==> src/rtl/wb_port_arbiter_pkg.sv <==
// Shared definitions for the write-back port arbiter: FSM encoding,
// the hard-wired zero register and the write-request bundle.
package wb_port_arbiter_pkg;

    typedef enum logic {
        ARB_NORMAL = 1'b0,
        ARB_FORCE  = 1'b1
    } arb_state_e;

    // Register $0 is hard-wired; writes to it are dropped.
    localparam logic [4:0] REG_ZERO = 5'd0;

    localparam int WB_DATA_W = 32;
    localparam int WB_ADDR_W = 5;

    // One register-file write request at the default port widths.
    typedef struct packed {
        logic                 we;
        logic [WB_ADDR_W-1:0] addr;
        logic [WB_DATA_W-1:0] data;
    } wr_req_t;

endpackage

==> src/rtl/wb_port_arbiter_if.sv <==
// Bus bundle between write-back stage, MDU, arbiter and register file.
// The arbiter uses the slave view; whoever drives pipeline/MDU uses master.
interface wb_port_arbiter_if #(
    parameter int DATA_W     = 32,
    parameter int ADDR_W     = 5,
    parameter int FIFO_DEPTH = 2
);
    localparam int CNT_W = $clog2(FIFO_DEPTH) + 1;

    logic              pipe_we;
    logic [ADDR_W-1:0] pipe_addr;
    logic [DATA_W-1:0] pipe_data;
    logic              mdu_valid;
    logic [ADDR_W-1:0] mdu_addr;
    logic [DATA_W-1:0] mdu_data;
    logic              mdu_ready;
    logic              rf_we;
    logic [ADDR_W-1:0] rf_addr;
    logic [DATA_W-1:0] rf_data;
    logic              pipe_stall;
    logic [CNT_W-1:0]  fifo_count;

    modport slave (
        input  pipe_we, pipe_addr, pipe_data, mdu_valid, mdu_addr, mdu_data,
        output mdu_ready, rf_we, rf_addr, rf_data, pipe_stall, fifo_count
    );

    modport master (
        output pipe_we, pipe_addr, pipe_data, mdu_valid, mdu_addr, mdu_data,
        input  mdu_ready, rf_we, rf_addr, rf_data, pipe_stall, fifo_count
    );
endinterface

==> src/rtl/wb_result_fifo.sv <==
// Small synchronous FIFO holding MDU results awaiting the write port.
// The head is read combinationally so it can be written in the same cycle
// it is granted; this keeps the storage in LUT RAM rather than block RAM.
module wb_result_fifo #(
    parameter int W     = 37,
    parameter int DEPTH = 2,
    parameter int CNT_W = $clog2(DEPTH) + 1
) (
    input  logic             clk,
    input  logic             reset,
    input  logic             push_i,
    input  logic [W-1:0]     push_data_i,
    input  logic             pop_i,
    output logic [W-1:0]     head_o,
    output logic [CNT_W-1:0] count_o
);
    localparam int PTR_W = $clog2(DEPTH);

    logic [W-1:0]     mem_q [DEPTH];
    logic [PTR_W-1:0] wr_ptr_q, wr_ptr_d;
    logic [PTR_W-1:0] rd_ptr_q, rd_ptr_d;
    logic [CNT_W-1:0] count_q, count_d;

    // Next pointers and occupancy; DEPTH is a power of two so pointers wrap naturally.
    always_comb begin
        wr_ptr_d = wr_ptr_q;
        rd_ptr_d = rd_ptr_q;
        count_d  = count_q;
        if (push_i) wr_ptr_d = wr_ptr_q + 1'b1;
        if (pop_i)  rd_ptr_d = rd_ptr_q + 1'b1;
        case ({push_i, pop_i})
            2'b10:   count_d = count_q + 1'b1;
            2'b01:   count_d = count_q - 1'b1;
            default: count_d = count_q;
        endcase
    end

    // Pointer and count registers; reset discards all stored entries.
    always_ff @(posedge clk) begin
        if (reset) begin
            wr_ptr_q <= '0;
            rd_ptr_q <= '0;
            count_q  <= '0;
        end else begin
            wr_ptr_q <= wr_ptr_d;
            rd_ptr_q <= rd_ptr_d;
            count_q  <= count_d;
        end
    end

    // Storage write; no reset needed since occupancy gates every read.
    always_ff @(posedge clk) begin
        if (push_i) mem_q[wr_ptr_q] <= push_data_i;
    end

    assign head_o  = mem_q[rd_ptr_q];
    assign count_o = count_q;

endmodule

==> src/rtl/wb_port_arbiter.sv <==
// Shares the single register-file write port between pipeline write-back
// and buffered MDU results, forcing a stall if an MDU result starves.
module wb_port_arbiter
    import wb_port_arbiter_pkg::*;
#(
    parameter int DATA_W       = 32,
    parameter int ADDR_W       = 5,
    parameter int FIFO_DEPTH   = 2,
    parameter int STARVE_LIMIT = 4
) (
    input  logic               clk,
    input  logic               reset,
    wb_port_arbiter_if.slave   bus
);
    localparam int CNT_W = $clog2(FIFO_DEPTH) + 1;
    localparam int SC_W  = $clog2(STARVE_LIMIT + 1);
    localparam int ENT_W = ADDR_W + DATA_W;
    localparam logic [SC_W-1:0] STARVE_MAX = SC_W'(STARVE_LIMIT);

    arb_state_e        state_q, state_d;
    logic [SC_W-1:0]   starve_q, starve_d;

    logic              pipe_wr, mdu_wr_nz, fifo_ne, fifo_room;
    logic              pop, push, bypass, mdu_ready;
    logic              rf_we, pipe_stall;
    logic [ADDR_W-1:0] rf_addr, head_addr;
    logic [DATA_W-1:0] rf_data, head_data;
    logic [ENT_W-1:0]  head;
    logic [CNT_W-1:0]  fifo_count;

    assign pipe_wr   = bus.pipe_we && (bus.pipe_addr != ADDR_W'(REG_ZERO));
    assign mdu_wr_nz = bus.mdu_valid && (bus.mdu_addr != ADDR_W'(REG_ZERO));
    assign fifo_ne   = (fifo_count != '0);
    assign fifo_room = (fifo_count < CNT_W'(FIFO_DEPTH));
    assign {head_addr, head_data} = head;

    // Port grant, stall, FIFO pop and next FSM/starvation state.
    always_comb begin
        rf_we      = 1'b0;
        rf_addr    = '0;
        rf_data    = '0;
        pipe_stall = 1'b0;
        pop        = 1'b0;
        bypass     = 1'b0;
        state_d    = state_q;
        starve_d   = starve_q;
        if (!reset) begin
            if (state_q == ARB_FORCE) begin
                pipe_stall = 1'b1;
                if (fifo_ne) begin
                    rf_we   = 1'b1;
                    rf_addr = head_addr;
                    rf_data = head_data;
                    pop     = 1'b1;
                end
                state_d = ARB_NORMAL;
            end else if (pipe_wr) begin
                rf_we   = 1'b1;
                rf_addr = bus.pipe_addr;
                rf_data = bus.pipe_data;
            end else if (fifo_ne) begin
                rf_we   = 1'b1;
                rf_addr = head_addr;
                rf_data = head_data;
                pop     = 1'b1;
            end else if (mdu_wr_nz) begin
                rf_we   = 1'b1;
                rf_addr = bus.mdu_addr;
                rf_data = bus.mdu_data;
                bypass  = 1'b1;
            end

            // Count consecutive cycles the head is denied, saturating.
            if (!fifo_ne || pop)
                starve_d = '0;
            else if (starve_q != STARVE_MAX)
                starve_d = starve_q + 1'b1;

            if (state_q == ARB_NORMAL && starve_d == STARVE_MAX)
                state_d = ARB_FORCE;
        end
    end

    // Acceptance is based on the registered count; $0 results are accepted and dropped.
    always_comb begin
        mdu_ready = !reset && (fifo_room || bypass);
        push      = bus.mdu_valid && mdu_ready && !bypass && mdu_wr_nz;
    end

    // FSM state and starvation counter registers.
    always_ff @(posedge clk) begin
        if (reset) begin
            state_q  <= ARB_NORMAL;
            starve_q <= '0;
        end else begin
            state_q  <= state_d;
            starve_q <= starve_d;
        end
    end

    wb_result_fifo #(
        .W     (ENT_W),
        .DEPTH (FIFO_DEPTH),
        .CNT_W (CNT_W)
    ) u_fifo (
        .clk         (clk),
        .reset       (reset),
        .push_i      (push),
        .push_data_i ({bus.mdu_addr, bus.mdu_data}),
        .pop_i       (pop),
        .head_o      (head),
        .count_o     (fifo_count)
    );

    assign bus.rf_we      = rf_we;
    assign bus.rf_addr    = rf_addr;
    assign bus.rf_data    = rf_data;
    assign bus.pipe_stall = pipe_stall;
    assign bus.mdu_ready  = mdu_ready;
    assign bus.fifo_count = fifo_count;

endmodule

==> src/flat_wrapper.sv <==
// flat-port wrapper written by rule: the top's interface ports become plain ports
module wb_port_arbiter_flat import wb_port_arbiter_pkg::*;
#(
    parameter int DATA_W       = 32,
    parameter int ADDR_W       = 5,
    parameter int FIFO_DEPTH   = 2,
    parameter int STARVE_LIMIT = 4
)
  (clk, reset, bus_pipe_we, bus_pipe_addr, bus_pipe_data, bus_mdu_valid, bus_mdu_addr, bus_mdu_data, bus_mdu_ready, bus_rf_we, bus_rf_addr, bus_rf_data, bus_pipe_stall, bus_fifo_count);
  wb_port_arbiter_if #(.DATA_W(DATA_W), .ADDR_W(ADDR_W), .FIFO_DEPTH(FIFO_DEPTH)) bus_i ();
  input  logic clk;
  input  logic reset;
  input wire logic [$bits(bus_i.pipe_we)-1:0] bus_pipe_we;
  input wire logic [$bits(bus_i.pipe_addr)-1:0] bus_pipe_addr;
  input wire logic [$bits(bus_i.pipe_data)-1:0] bus_pipe_data;
  input wire logic [$bits(bus_i.mdu_valid)-1:0] bus_mdu_valid;
  input wire logic [$bits(bus_i.mdu_addr)-1:0] bus_mdu_addr;
  input wire logic [$bits(bus_i.mdu_data)-1:0] bus_mdu_data;
  output wire logic [$bits(bus_i.mdu_ready)-1:0] bus_mdu_ready;
  output wire logic [$bits(bus_i.rf_we)-1:0] bus_rf_we;
  output wire logic [$bits(bus_i.rf_addr)-1:0] bus_rf_addr;
  output wire logic [$bits(bus_i.rf_data)-1:0] bus_rf_data;
  output wire logic [$bits(bus_i.pipe_stall)-1:0] bus_pipe_stall;
  output wire logic [$bits(bus_i.fifo_count)-1:0] bus_fifo_count;
  assign bus_i.pipe_we = bus_pipe_we;
  assign bus_i.pipe_addr = bus_pipe_addr;
  assign bus_i.pipe_data = bus_pipe_data;
  assign bus_i.mdu_valid = bus_mdu_valid;
  assign bus_i.mdu_addr = bus_mdu_addr;
  assign bus_i.mdu_data = bus_mdu_data;
  assign bus_mdu_ready = bus_i.mdu_ready;
  assign bus_rf_we = bus_i.rf_we;
  assign bus_rf_addr = bus_i.rf_addr;
  assign bus_rf_data = bus_i.rf_data;
  assign bus_pipe_stall = bus_i.pipe_stall;
  assign bus_fifo_count = bus_i.fifo_count;
  wb_port_arbiter #(.DATA_W(DATA_W), .ADDR_W(ADDR_W), .FIFO_DEPTH(FIFO_DEPTH), .STARVE_LIMIT(STARVE_LIMIT)) u_core (.clk(clk), .reset(reset), .bus(bus_i));
endmodule
==> config.mk <==
export PLATFORM = sky130hd
export DESIGN_NAME = wb_port_arbiter_flat
export DESIGN_NICKNAME = d
export VERILOG_FILES = /design/src/rtl/wb_port_arbiter_pkg.sv /design/src/rtl/wb_port_arbiter_if.sv /design/src/rtl/wb_result_fifo.sv /design/src/rtl/wb_port_arbiter.sv /design/src/flat_wrapper.sv
export SDC_FILE = /design/constraint.sdc
export NUM_CORES = 1
export LEC_CHECK = 0
export ABC_AREA = 1
export CAP_MARGIN = 20
export CORE_ASPECT_RATIO = 0.9
export CORE_MARGIN = 2
export CORE_UTILIZATION = 49
export DETAILED_ROUTE_END_ITERATION = 7
export GPL_TIMING_DRIVEN = 0
export PLACE_DENSITY = 0.86
export SLEW_MARGIN = 20
export SYNTH_ARGS = -nofsm -noshare
export SYNTH_HDL_FRONTEND = slang
export SYNTH_SLANG_ARGS = --single-unit
==> constraint.sdc <==
create_clock -name clk -period 3.8 [get_ports clk]
set_input_delay 0.76 -clock clk [delete_from_list [all_inputs] [get_ports clk]]
set_output_delay 0.76 -clock clk [all_outputs]
set_load 0.01 [all_outputs]
# Word level (Yosys, flattened, before mapping)

Memories as Yosys holds them, arrays and structs flattened. A register that Yosys moved wholly into a read port is not among the register bits.
Index checks and enable logic that the tools add are counted.

$add $sub $neg: 5
Order comparisons: 1
Eq/ne operators: 4
Muxes and demuxes: 37
Bitwise operators: 1
Reduce and logical (&&, ||, !) cells: 16

Operators by type and width:

| operator                                             | number |
|---|---|
| 2-to-1 mux 32 bit                                    | 6 |
| 2-to-1 mux 5 bit                                     | 6 |
| 2-to-1 mux 1 bit                                     | 21 |
| nonzero test 5 bit                                   | 2 |
| 2-to-1 mux 3 bit                                     | 3 |
| logical AND 1 bit                                    | 7 |
| one-hot mux 2 bit (2 select lines)                   | 1 |
| nonzero test 2 bit                                   | 2 |
| adder 3 x 1 -> 3 bit (second input constant)         | 1 |
| equality test 3 bit (second input constant)          | 1 |
| logical NOT 1 bit                                    | 3 |
| inequality test 3 bit (second input constant)        | 1 |
| adder 1 bit (second input constant)                  | 2 |
| adder 2 x 1 -> 2 bit (second input constant)         | 1 |
| equality test 2 x 1 -> 1 bit (second input constant) | 1 |
| equality test 2 bit (second input constant)          | 1 |
| logical OR 1 bit                                     | 2 |
| < comparator 2 bit (second input constant)           | 1 |
| subtractor 2 x 1 -> 2 bit (second input constant)    | 1 |
| NOT 1 bit                                            | 1 |

Flip-flop bits (word level): 8
RAM bits: 74
Input bits: 78
Output and inout bits: 42
Word-level logic and storage cells: 70
Memories: 1

Memories:

| memory              | depth | width | read ports | clocked after Yosys merged registers in | wr ports | RTL line             | source |
|---|---|---|---|---|---|---|---|
| u_core.u_fifo.mem_q | 2     | 37    | 1          | 1                                       | 1        | wb_result_fifo.sv:19 | `logic [W-1:0] mem_q [DEPTH];` |

# Depth between registers and ports, before layout

Depth in word-level cells: 14
Depth in mapped cells: 11
Depth with buffers taken out: 10

# By module

From an unflattened synthesis, not the netlist that was laid out.

Cell total of the unflattened synthesis: 442
Area, all modules: 4465.5 um^2

By module, submodules not included:

| module          | instances | cells each | area each (um^2) | sequential area each (um^2) |
|---|---|---|---|---|
| wb_result_fifo  | 1         | 145        | 3036.7           | 2322.2 |
| wb_port_arbiter | 1         | 297        | 1428.9           | 80.1 |

# Least setup slack after synthesis

OpenSTA, ideal clock, no wires.

Path kind: input port to flip-flop
Start: input bus_mdu_addr[1]
End: memory u_core.u_fifo.mem_q[0][0], enable pin
Library setup time: 431 ps
Data arrival time: 2855 ps
Required time: 3369 ps
Setup slack: 514 ps
Cell stages on the path: 6
Buffers on the path: 0
Cells stage by stage: nor2_1 > nand3_1 > nand2_1 > nor2_1 > nand2_1 > nor2_1

Longest elaborated chain between the ends: 14
Elaborated cells on any way between the ends: 15
Classes of those cells: 7 x mux; 8 x reduce/logical

RTL lines:

| item                                     | RTL line              | source |
|---|---|---|
| from (decl)                              | flat_wrapper.sv:17    | `input wire logic [$bits(bus_i.mdu_addr)-1:0] bus_mdu_addr;` |
| nonzero test 5 bit *                     | wb_port_arbiter.sv:32 | `assign mdu_wr_nz = bus.mdu_valid && (bus.mdu_addr != ADDR_W'(REG_ZERO));` |
| logical AND 1 bit *                      | wb_port_arbiter.sv:32 |  |
| 2-to-1 mux 1 bit                         | wb_port_arbiter.sv:66 | `end else if (mdu_wr_nz) begin` |
| 2-to-1 mux 1 bit                         | wb_port_arbiter.sv:61 | `end else if (fifo_ne) begin` |
| 2-to-1 mux 1 bit                         | wb_port_arbiter.sv:57 | `end else if (pipe_wr) begin` |
| 2-to-1 mux 1 bit                         | wb_port_arbiter.sv:48 | `if (state_q == ARB_FORCE) begin` |
| 2-to-1 mux 1 bit                         | wb_port_arbiter.sv:47 | `if (!reset) begin` |
| logical OR 1 bit                         | wb_port_arbiter.sv:86 | `mdu_ready = !reset && (fifo_room \|\| bypass);` |
| logical AND 1 bit                        | wb_port_arbiter.sv:86 |  |
| logical AND 1 bit (2 in a row)           | wb_port_arbiter.sv:87 | `push = bus.mdu_valid && mdu_ready && !bypass && mdu_wr_nz;` |
| logical AND 1 bit *                      | wb_port_arbiter.sv:87 |  |
| 2-to-1 mux 1 bit *                       | wb_result_fifo.sv:53  | `if (push_i) mem_q[wr_ptr_q] <= push_data_i;` |
| 2-to-1 mux 1 bit (implied by the code) * | wb_result_fifo.sv:53  |  |
| to (decl)                                | wb_result_fifo.sv:19  |  |

Every way passes the cells marked *; elsewhere a longest branch is shown, timed or not.

# Worst setup path in the final report

Start: input bus_pipe_addr[0]
End: output bus_rf_addr[2]

Longest elaborated chain between the ends: 5

RTL lines:

| item               | RTL line              | source |
|---|---|---|
| from (decl)        | flat_wrapper.sv:14    | `input wire logic [$bits(bus_i.pipe_addr)-1:0] bus_pipe_addr;` |
| nonzero test 5 bit | wb_port_arbiter.sv:31 | `assign pipe_wr = bus.pipe_we && (bus.pipe_addr != ADDR_W'(REG_ZERO));` |
| logical AND 1 bit  | wb_port_arbiter.sv:31 |  |
| 2-to-1 mux 5 bit   | wb_port_arbiter.sv:57 |  |
| 2-to-1 mux 5 bit   | wb_port_arbiter.sv:48 |  |
| 2-to-1 mux 5 bit   | wb_port_arbiter.sv:47 |  |
| to (decl)          | flat_wrapper.sv:21    | `output wire logic [$bits(bus_i.rf_addr)-1:0] bus_rf_addr;` |

No other way between the ends.

==> results.tsv <==
metric	value	unit
WP data required	3.04	ns
Routed WL	13650	um
cell taking the most area after synthesis	edfxtp_1	
YS warnings	0	
post-placement cell count	805	
outcome	finished, final reports clean	
antenna-violating nets left	0	
cts-stage hold buffer count	0	
DRC viols	0	
drt wl/cell	16.62	um
register area share after synthesis	51.96	%
Ports	120	
I/O Buffers	118	
Clock Latency Late Sink	0.36	ns
initial antenna violation count	0	
Die W	106.4	um
Synth Cell Area	0.004623	mm^2
GPL Wtd Cong	0.8837	
largest net degree at the start of global routing	23	
CP Class	in -> out	
crit end category	output pin	
Avg Cell Area, Syn	8.212	um^2
1st-iter DRT viols	368	
clk sinks	83	
post-layout net count	775	
Critical Path Fanout Max	10	
row count	33	
f_max	0.2725	GHz
Initial Utilization	50.67	%
first-pass GRT wire length	21570	um
Max VDD drop	220.1	uV
worst r2r src	u_core.u_fifo.count_o[1]$_SDFFE_PP0P_	
vias	4547	
DIE HEIGHT	96.15	um
FF-to-FF setup slack	1.63	ns
clk buf depth	2	
HP Start	u_core.u_fifo.rd_ptr_q$_SDFFE_PP0P_	
Worst-path clk slew	0.08	ns
area of the die	0.01023	mm^2
Post-Synthesis Cells	563	
CTS root buf	clkbuf_8	
Rel. slew slack	61.96	%
n_diodes	0	
R2R depth	9	
Final Non-Filler Cells	821	
layout cells sized above 1	8.727	%
minimum clock period	3.670	ns
Worst Clk Skew	0.01287	ns
post-synth top area share	48.06	%
CP arrival	2.91	ns
Hold Violations, Final	0	
CTS Buf Count	9	
Hold Crit Depth	2	
CP Launch Type	input port	
worst hold path type	reg -> reg	
Syn-to-layout area delta	34.59	%
Design Area, Final	0.006222	mm^2
leakage power	2.559	nW
Pwr per Cell Area	371.6	mW/mm^2
Overall Global Routing Usage	27.31	%
CTS H-tree depth	3	
synth unique cells	29	
TritonRoute pass-1 iters	5	
Core Region	0.009125	mm^2
Synth area leaders	edfxtp_1 (48%), nand2_1 (14%), nand4_1 (8.3%)	
Via density	5.538	
Final TNS setup	0	ns
Synth Register Bits	83	
syn_nets	644	
number of global-route vias before repair	4448	
placed cell areas	0.006020	mm^2
Final Cycle Share	96.58	%
HPWL Detailed	9792	um
Slew @ Worst Pin	0.5693	ns
Congestion Overflow GR	0	
CTS tree	yes	
unrepaired setup endpoints after global routing	no	
final setup vio count	0	
worst flop-to-flop path endpoint	u_core.u_fifo.count_o[1]$_SDFFE_PP0P_	
max_cap viols	0	
Max Transition Viols Final	0	
hold endpoint	u_core.u_fifo.rd_ptr_q$_SDFFE_PP0P_	
-- timing repair --
item                       4_1_cts  5_1_grt
setup endpoints to repair        0       27
gates resized for setup          0        6
setup buffers                    0        0
-- logic make-up after synthesis --
| logic type | Yosys count | share of synthesized area (%) |
|---|---|---|
| AND/OR/NAND/NOR | 386 | 37.02 |
| buffers and inverters | 66 | 6.468 |
| XOR/XNOR | 4 | 0.7579 |
| adder cells (fa/ha/maj) | 3 | 0.8120 |
| AO/OA/AOI/OAI | 15 | 1.678 |
| multiplexers | 6 | 1.299 |
| flip-flops | 83 | 51.96 |
-- how the worst max path moves through the flow --
stage | cells after the start | to | slack [ns] | from
global placement | 7 | u_core.u_fifo.mem_q[0][16]$_DFFE_PP_ | -1.06 | bus_mdu_addr[4]
detailed placement | 9 | bus_rf_data[9] | 0.12 | bus_mdu_addr[2]
global route | 9 | bus_rf_data[25] | 0.002 | bus_pipe_addr[0]
floorplan | 6 | u_core.u_fifo.mem_q[0][0]$_DFFE_PP_ | 0.51 | bus_mdu_addr[1]
CTS | 9 | bus_rf_data[16] | 0.11 | bus_pipe_addr[2]
finish | 10 | bus_rf_addr[2] | 0.13 | bus_pipe_addr[0]
-- final cells by class --
class	count	area, um^2
buffer	42	214.0
clock buffer	9	123.9
clock inverter	7	68.82
fill	716	2903
inverter	24	90.09
multi-input combinational	414	1934
sequential	83	2402
tap	122	152.6
timing repair buffer	120	1236
-- stage by stage --
step	hold slack [ns]	power, mW	util [%]	worst slack [ns]
2_1_floorplan	0.4650	1.408	-	0.5135
3_3_place_gp	0.4752	1.665	65.28	-1.057
3_5_place_dp	0.4977	1.690	65.97	0.1187
4_1_cts	0.5168	2.305	68.08	0.1146
5_1_grt	0.5759	2.412	68.19	0.001788
6_report	0.5327	2.312	68.19	0.1298
-- registers in the layout, indices dropped and copies added, names as in the netlist, named ones only --
register,flops
u_core.u_fifo.wr_ptr_q,1
u_core.u_fifo.count_o,2
u_core.u_fifo.rd_ptr_q,1
u_core.u_fifo.mem_q,74
u_core.state_q,1
u_core.starve_q,3
-- routing by layer --
metal / global-route usage (%) / vias up / part of all wire (%)
met1: 34.42 / 2103 / 40
met2: 47.60 / 255 / 50
met3: 4.130 / 22 / 8.6
li1: - / 2167 / -
met5: 0 / - / 0
met4: 11.18 / 0 / 1.5
-- worst max-delay path, cell delays in order --
cell	delay, ns
clkdlybuf4s50_1	0.48
nor2_2	0.15
nand3_4	0.17
clkbuf_1	0.29
nand3b_1	0.16
nand2_1	0.06
nand2_1	0.06
nand2_1	0.08
nor2_1	0.12
clkdlybuf4s50_1	0.58
-- power by group --
group / leakage, nW / internal, mW / switching, mW
combinational: 1.71 / 0.274 / 0.359
clock: 0.0966 / 0.301 / 0.327
sequential: 0.749 / 1.04 / 0.0156
-- Yosys cell counts --
library cell / instances
nand2_2: 1
inv_1: 21
clkbuf_1: 11
mux2i_1: 6
clkinv_1: 1
buf_6: 3
buf_1: 5
nand3b_1: 2
o211ai_1: 1
xnor2_1: 1
xor2_1: 3
or2_2: 1
nor3_1: 1
inv_2: 2
nand3_2: 1
buf_2: 23
a21oi_1: 3
nand2_4: 2
ha_1: 3
nor2_2: 3
dfxtp_1: 9
o21ai_0: 4
nand4_1: 61
o21ai_1: 7
nor2_1: 101
nand3_1: 43
nand3_4: 1
nand2_1: 169
edfxtp_1: 74
-- cell usage in the layout (no fill, tap or decap), types with 3 or more instances in the layout --
| cell | instances |
|---|---|
| buf_2 | 23 |
| o21ai_0 | 4 |
| nand3_1 | 42 |
| a21oi_1 | 3 |
| inv_2 | 3 |
| clkbuf_2 | 4 |
| nor2_1 | 100 |
| dfxtp_1 | 9 |
| nor2_2 | 3 |
| o21ai_1 | 7 |
| inv_1 | 20 |
| clkbuf_1 | 10 |
| edfxtp_1 | 74 |
| nand4_1 | 61 |
| clkdlybuf4s50_1 | 118 |
| buf_6 | 3 |
| ha_1 | 3 |
| nand2_1 | 169 |
| clkbuf_8 | 9 |
| mux2i_1 | 6 |
| xor2_1 | 3 |
Power figures use the tool's default switching activity.
